## config.mk

```make
export PLATFORM = sky130hd
export DESIGN_NAME = qmult_seq
export DESIGN_NICKNAME = d
export VERILOG_FILES = /design/src/rtl/qmult_seq.sv
export SDC_FILE = /design/constraint.sdc
export NUM_CORES = 1
export LEC_CHECK = 0
export ABC_AREA = 0
export ABC_CLOCK_PERIOD_IN_PS = 8660
export BUFFER_PORTS_ARGS = -buffer_cell sky130_fd_sc_hd__buf_2
export CAP_MARGIN = 40
export CELL_PAD_IN_SITES_DETAIL_PLACEMENT = 0
export CELL_PAD_IN_SITES_GLOBAL_PLACEMENT = 2
export CORE_MARGIN = 2
export CORE_UTILIZATION = 31
export DETAILED_ROUTE_END_ITERATION = 12
export PLACE_DENSITY_LB_ADDON = 0.1
export SKIP_LAST_GASP = 1
export SYNTH_ARGS = -nofsm -noshare
export SYNTH_HDL_FRONTEND = slang
export SYNTH_SLANG_ARGS = --single-unit
```

## constraint.sdc

```tcl
create_clock -name clk -period 8.66 [get_ports clk]
set_input_delay 1.299 -clock clk [delete_from_list [all_inputs] [get_ports clk]]
set_output_delay 1.299 -clock clk [all_outputs]
set_load 0.02 [all_outputs]
```

## src/rtl/qmult_seq.sv

```systemverilog
`default_nettype none
// +----------------------------------------------------------------------------+
// | Module   : qmult_seq                                                       |
// | Brief    : Sequential signed Qm.n fixed-point multiplier (shift-add,       |
// |            one multiplier bit per cycle) with rounding and saturation.     |
// | Revision : 1.0 - initial release                                           |
// +----------------------------------------------------------------------------+
module qmult_seq #(
  parameter int N     = 16,
  parameter int Q     = 10,
  parameter int ROUND = 1,
  parameter int SAT   = 1
) (
  input  logic         clk,
  input  logic         rst_n,
  input  logic         in_valid,
  output logic         in_ready,
  input  logic [N-1:0] a,
  input  logic [N-1:0] b,
  output logic         out_valid,
  input  logic         out_ready,
  output logic [N-1:0] result,
  output logic         overflow
);

  localparam int CW = (N > 1) ? $clog2(N) : 1;
  // One extra bit so the rounding increment can never wrap the scaled magnitude.
  localparam int MW = 2*N - Q + 1;

  localparam logic [MW-1:0] C_MAX_POS = MW'((64'd1 << (N-1)) - 64'd1);
  localparam logic [MW-1:0] C_MAX_NEG = MW'(64'd1 << (N-1));
  localparam logic [N-1:0]  C_SAT_POS = {1'b0, {(N-1){1'b1}}};
  localparam logic [N-1:0]  C_SAT_NEG = {1'b1, {(N-1){1'b0}}};
  localparam logic [CW-1:0] C_LAST    = CW'(N-1);

  typedef enum logic [1:0] {
    IDLE = 2'd0,
    CALC = 2'd1,
    OUT  = 2'd2
  } state_t;

  state_t         r_state;
  state_t         w_state_next;
  logic [2*N-1:0] r_acc;
  logic [2*N-1:0] r_mcand;
  logic [N-1:0]   r_mplier;
  logic           r_sign;
  logic [CW-1:0]  r_cnt;
  logic [N-1:0]   r_result;
  logic           r_overflow;

  logic [N-1:0]   w_mag_a;
  logic [N-1:0]   w_mag_b;
  logic [2*N-1:0] w_acc_next;
  logic           w_rnd;
  logic [MW-1:0]  w_mag_m;
  logic           w_ovf;
  logic [N-1:0]   w_wrap;
  logic [N-1:0]   w_res;
  logic           w_last;

  // Unsigned magnitudes: the most negative value maps to 2^(N-1) without loss.
  assign w_mag_a = a[N-1] ? (~a + {{(N-1){1'b0}}, 1'b1}) : a;
  assign w_mag_b = b[N-1] ? (~b + {{(N-1){1'b0}}, 1'b1}) : b;

  assign w_acc_next = r_acc + (r_mplier[0] ? r_mcand : '0);
  assign w_last     = (r_cnt == C_LAST);

  assign w_rnd   = (ROUND != 0) ? w_acc_next[Q-1] : 1'b0;
  assign w_mag_m = {1'b0, w_acc_next[2*N-1:Q]} + {{(MW-1){1'b0}}, w_rnd};
  assign w_ovf   = r_sign ? (w_mag_m > C_MAX_NEG) : (w_mag_m > C_MAX_POS);
  assign w_wrap  = r_sign ? (-w_mag_m[N-1:0]) : w_mag_m[N-1:0];

  always_comb begin
    w_res = w_wrap;
    if (w_mag_m == '0) begin
      w_res = '0;
    end else if (w_ovf && (SAT != 0)) begin
      w_res = r_sign ? C_SAT_NEG : C_SAT_POS;
    end
  end

  always_comb begin
    w_state_next = r_state;
    in_ready     = 1'b0;
    out_valid    = 1'b0;
    case (r_state)
      IDLE: begin
        in_ready = 1'b1;
        if (in_valid) w_state_next = CALC;
      end
      CALC: begin
        if (w_last) w_state_next = OUT;
      end
      OUT: begin
        out_valid = 1'b1;
        if (out_ready) w_state_next = IDLE;
      end
      default: w_state_next = IDLE;
    endcase
  end

  always_ff @(posedge clk or negedge rst_n) begin
    if (!rst_n) begin
      r_state <= IDLE;
    end else begin
      r_state <= w_state_next;
    end
  end

  always_ff @(posedge clk or negedge rst_n) begin
    if (!rst_n) begin
      r_acc      <= '0;
      r_mcand    <= '0;
      r_mplier   <= '0;
      r_sign     <= 1'b0;
      r_cnt      <= '0;
      r_result   <= '0;
      r_overflow <= 1'b0;
    end else begin
      case (r_state)
        IDLE: begin
          if (in_valid) begin
            r_acc    <= '0;
            r_mcand  <= {{N{1'b0}}, w_mag_a};
            r_mplier <= w_mag_b;
            r_sign   <= a[N-1] ^ b[N-1];
            r_cnt    <= '0;
          end
        end
        CALC: begin
          r_acc    <= w_acc_next;
          r_mcand  <= r_mcand << 1;
          r_mplier <= r_mplier >> 1;
          r_cnt    <= r_cnt + {{(CW-1){1'b0}}, 1'b1};
          if (w_last) begin
            r_result   <= w_res;
            r_overflow <= w_ovf;
          end
        end
        default: ;
      endcase
    end
  end

  assign result   = r_result;
  assign overflow = r_overflow;

endmodule
`default_nettype wire

```

After elaboration in Yosys (flattened, before gate mapping). Index checks and enable logic that the tools add are counted.

Word-level logic and storage cells: 54. Bits of input ports: 36. Output and inout port bits: 19. Register bits: 104.

$lt $le $gt $ge: 2. Bitwise gates (word level): 3. Reductions and logical operators: 7. Add/subtract/negate cells: 6. Eq/ne operators: 6. Mux-type cells: 22.

Operators with widths (number): 32-bit one-hot mux with 2 select lines (2); 16-bit 2-to-1 mux (7); 32-bit 2-to-1 mux (3); 16-bit by 1-bit adder with 16-bit output, second input constant (2); 32-bit adder (1); 16-bit NOT (2); 16-bit one-hot mux with 2 select lines (1); 22-bit by 1-bit adder with 23-bit output (1); 23-bit by 15-bit > comparator with 1-bit output, second input constant (1); 23-bit by 16-bit > comparator with 1-bit output, second input constant (1); 23-bit zero test (1); 16-bit negator (1); 4-bit one-hot mux with 2 select lines (1); 2-bit 2-to-1 mux (3); 2-bit inequality test, second input constant (3); 2-bit one-hot mux with 3 select lines (1); 2-bit AND reduction (3); 4-bit by 1-bit adder with 4-bit output, second input constant (1); 4-bit equality test, second input constant (1); 4-bit 2-to-1 mux (1); 1-bit 2-to-1 mux (3); 3-bit AND reduction (1); 2-bit by 1-bit equality test with 1-bit output, second input constant (1); 2-bit equality test, second input constant (1); other kinds (3) (3).

Logic depth before layout (Yosys ltp).
Depth after elaboration: 7. Mapped depth: 26. Mapped depth without buffers: 24.

Worst setup path before layout. OpenSTA, ideal clock, no wires.

Path type: register -> register. From: register r_mplier[0]. To: register r_overflow, in the netlist overflow. Period minus slack after synthesis: 5.284 ns. Required time: 8.535 ns. Arrival time: 5.159 ns. Path buffers: 3. Library setup time: 0.125 ns. Stages on the path, launching flop included: 25. Setup slack: 3.376 ns. Cell sequence: dfrtp_1 > clkbuf_1 > and2_1 > ha_1 > inv_1 > fa_1 > nand2b_1 > a21oi_2 > o211ai_1 > nand2b_1 > a21oi_1 > xnor2_1 > ha_1 > ha_1 > clkbuf_1 > a41o_1 > o21a_1 > nand3_1 > nor3_2 > nand4b_1 > and3_1 > o311a_1 > or3_1 > buf_6 > mux2_4.

Word-level cells in the longest chain between the ends: 5. Elaborated cells on any way between the ends: 6. Those cells by class: add/sub: 2; order compare: 2; mux: 2.

Ends and longest elaborated chain: start: declaration (line 46) `logic [N-1:0] r_mplier;`; start signal: assignment (line 126) `r_mplier <= w_mag_b;`; start signal: assignment (line 134) `r_mplier <= r_mplier >> 1;`; 32-bit 2-to-1 mux * (line 66) `assign w_acc_next = r_acc + (r_mplier[0] ? r_mcand : '0);`; 32-bit adder * (line 66); 22-bit by 1-bit adder with 23-bit output * (line 70) `assign w_mag_m = {1'b0, w_acc_next[2*N-1:Q]} + {{(MW-1){1'b0}}, w_rnd};`; 23-bit by 15-bit > comparator with 1-bit output or 23-bit by 16-bit > comparator with 1-bit output (tied branches) (line 71) `assign w_ovf = r_sign ? (w_mag_m > C_MAX_NEG) : (w_mag_m > C_MAX_POS);`; 1-bit 2-to-1 mux * (line 71); end signal: assignment (line 138) `r_overflow <= w_ovf;`; end: declaration (line 50) `logic r_overflow;`.

Every way passes the cells marked *; elsewhere a longest branch is shown, timed or not. A chain may end at the register's enable or synchronous reset.

Worst setup path in the final report. Ends and elaborated chain as after synthesis.

==> results.json <==
{
  "ys_top_cells_by_area": "dfrtp_1 33%, o21ai_0 7.3%, nand2_1 6.1%, ha_1 5.9%, xnor2_1 4.2%",
  "synth_flop_cell": "dfrtp_1",
  "synth_common_cells": "130 x nand2_1, 117 x o21ai_0, 104 x dfrtp_1",
  "finalHoldViolCount": 0,
  "synth_edf_count": 0,
  "grt_usage_pct": 17.4,
  "crit_path_end_kind": "flop",
  "first_pass_iters": 4,
  "grt_antenna_before_repair": 0,
  "synth_top_area_share_pct": 32.5,
  "max_freq_ghz": 0.154,
  "start_kind": "flop",
  "drive_gt1_share_pct": 10.7,
  "min_period_ns": 6.50,
  "synth_top_family_by_area": "compound AO/OA/AOI/OAI gates",
  "cts_tree": "yes",
  "ios": 55,
  "placed_cell_area_um2": 8550,
  "die_x_um": 165,
  "ys.warnings.count": 0,
  "cts_resized": 0,
  "cpLargestDelayFamily": "simple AND/OR/NAND/NOR gates",
  "critPathMostFrequentCell": "ha_1",
  "worst_pin_slew_ns": 0.892,
  "powerDensity_nw_per_um2": 416,
  "finalSetupTns_ns": 0,
  "synth_compound_area_share_pct": 25.2,
  "rsz0062_at_grt": "false",
  "critPathArrivalTime_ns": 6.76,
  "cpMaxStageDelayCell": "dfrtp_1",
  "clk_latency_ns": 0.37,
  "cts_hold_buf": 0,
  "via_per_inst": 5.25,
  "fin_nets": 1059,
  "detail-route-antenna-nets": 0,
  "grt_pass1_wl_mm": 37.3,
  "critPathMaxFanout": 33,
  "period_share_pct": 75.1,
  "grt_overflow": 0,
  "dieArea_um2": 27100,
  "drv_slew": 0,
  "syn_nets": 1037,
  "p_leak_nw": 3.79,
  "finalSetupViolCount": 0,
  "place_congestion": 0.828,
  "max-clock-path-buffers": 2,
  "synth.most_common_cell": "nand2_1",
  "fill_cells": 2712,
  "yosys.cell_types.count": 83,
  "clock-root-buffer": "clkbuf_16",
  "rows": 58,
  "postSynthCellCount": 962,
  "slew_headroom_pct": 40.5,
  "post_cts_buffers": 0,
  "clk_pin_slew_ns": 0.09,
  "n_antenna_cell": 0,
  "cp_cell_sequence": "and2_1 -> ha_1 -> inv_1 -> fa_1 -> nand2b_1 -> a21oi_2 -> o211ai_1 -> nand2b_1 -> a21oi_1 -> xnor2_1 -> ha_1 -> ha_1 -> nand3_1 -> mux2i_1 -> a41o_1 -> o21a_1 -> nand3_1 -> nor3_2 -> nand4b_1 -> and3_1 -> o311a_1 -> or3_1 -> mux2_4",
  "required_ns": 8.92,
  "skew_ns": 0.0152,
  "stdcell_area_um2": 8860,
  "max_stage_delay_ns": 0.89,
  "core_area_um2": 25300,
  "die_h_um": 165,
  "max-cap-violations": 0,
  "synthAdderAreaFrac_pct": 6.20,
  "cts_inserted_buffers": 9,
  "synth_top_area_cell": "dfrtp_1",
  "synth_area_um2": 8000,
  "drt-total-wl_mm": 22.8,
  "wire_per_inst_um": 17.3,
  "grt_pass1_vias": 6935,
  "synthMuxAreaShare_pct": 1.33,
  "synth-xor-area-share_pct": 8.32,
  "syn-mean-instance-area_um2": 8.31,
  "dp_hpwl_mm": 16.9,
  "yosys_register_bits": 104,
  "syn_to_final_growth_pct": 10.8,
  "initial_utilization_pct": 31.7,
  "min_path_type": "reg -> reg",
  "cts.sinks": 104,
  "grt_max_degree": 68,
  "crit_type": "reg -> reg",
  "yosys.area_share.simple_pct": 22.6,
  "htree_levels": 3,
  "async_reset_ff_share_pct": 100,
  "critPathBufInv": 1,
  "drt_iter0_drc": 423,
  "port_buffers": 54,
  "drc_errors": 0,
  "outcome": "finished, final reports clean",
  "ys_seq_area_share_pct": 32.5,
  "vdd_ir_drop_max_v": 0.000127,
  "via_count": 6926
}
## path summary, 6_finish.rpt
path	from	endpoint	slack [ns]	cells after the start
worst max-delay path	r_mplier[0]	overflow	2.16	23
worst min-delay path	result[1]	result[1]	0.48	2
worst max register to register	r_mplier[0]	overflow	2.16	23
worst min register to register	result[1]	result[1]	0.48	2
max in group asynchronous	rst_n	r_acc[15]	6.50	2
min in group asynchronous	rst_n	result[3]	1.01	1
## flip-flops by register name, summed over array words and instances, names as in the netlist
register / cells
r_sign: 1
r_acc: 32
r_state: 2
r_cnt: 4
overflow: 1
r_mcand: 32
r_mplier: 16
result: 16
## where the power goes
| group | internal [mW] | leakage, nW | switching (mW) | total [mW] |
|---|---|---|---|---|
| registers | 0.702 | 1.32 | 0.167 | 0.869 |
| logic | 0.887 | 2.32 | 1.49 | 2.38 |
| clock network | 0.207 | 0.145 | 0.232 | 0.439 |
| total | 1.80 | 3.79 | 1.89 | 3.69 |
## placed cells by master, fill, tap and decap left out, types with 13 or more instances in the layout
master / count
a22o_1: 14
buf_2: 53
and2_1: 35
o21ai_1: 13
inv_1: 17
xor2_1: 38
xnor2_1: 38
or3_1: 15
a21oi_1: 45
ha_1: 38
o21ai_0: 117
nand2_1: 130
a22oi_1: 27
dfrtp_1: 104
nand3_1: 34
nor2_1: 46
## routing by layer
metal	GRT usage, %	wire length [µm]
met1	24.9	11700
met5	0	0
met2	28.5	10300
met4	3.28	169
met3	2.18	557
## worst reg2reg max path, cell delays in order, from the launching register on
cell and delay [ns]:
dfrtp_1 0.89, and2_1 0.24, ha_1 0.20, inv_1 0.07
fa_1 0.39, nand2b_1 0.19, a21oi_2 0.23, o211ai_1 0.29
nand2b_1 0.16, a21oi_1 0.08, xnor2_1 0.21, ha_1 0.23
ha_1 0.41, nand3_1 0.12, mux2i_1 0.16, a41o_1 0.16
o21a_1 0.22, nand3_1 0.24, nor3_2 0.44, nand4b_1 0.14
and3_1 0.22, o311a_1 0.32, or3_1 0.48, mux2_4 0.31
## cell type report
type	instances	area [µm²]	share of cell area [%]
inverters	17	63.8	0.720
clock buffers	9	225	2.54
well taps	330	413	4.66
multi-input cells	788	5110	57.7
flip-flops and latches	104	2600	29.4
clock inverters	7	82.6	0.932
repair buffers	64	360	4.07
## metrics by stage
step,utilization [%],hold slack (ns),setup WS (ns),cells,power (mW)
finish,35.1,0.480,2.16,1319,3.69
detailed placement,33.9,0.467,2.14,1303,3.27
global placement,33.7,0.457,2.26,1300,3.26
global route,35.1,0.523,1.52,1319,4.08
floorplan,-,0.450,3.38,962,2.66
CTS,35.1,0.486,2.10,1319,3.73
## kinds of logic (layout without fill, tap and decap cells)
logic type / count (synthesis) / count (layout)
AO/OA/AOI/OAI: 311 / 311
XOR/XNOR: 76 / 76
adder cells (fa/ha/maj): 39 / 39
buffers and inverters: 70 / 97
flip-flops: 104 / 104
multiplexers: 10 / 10
AND/OR/NAND/NOR: 352 / 352
(Power assumes the default switching activity.)
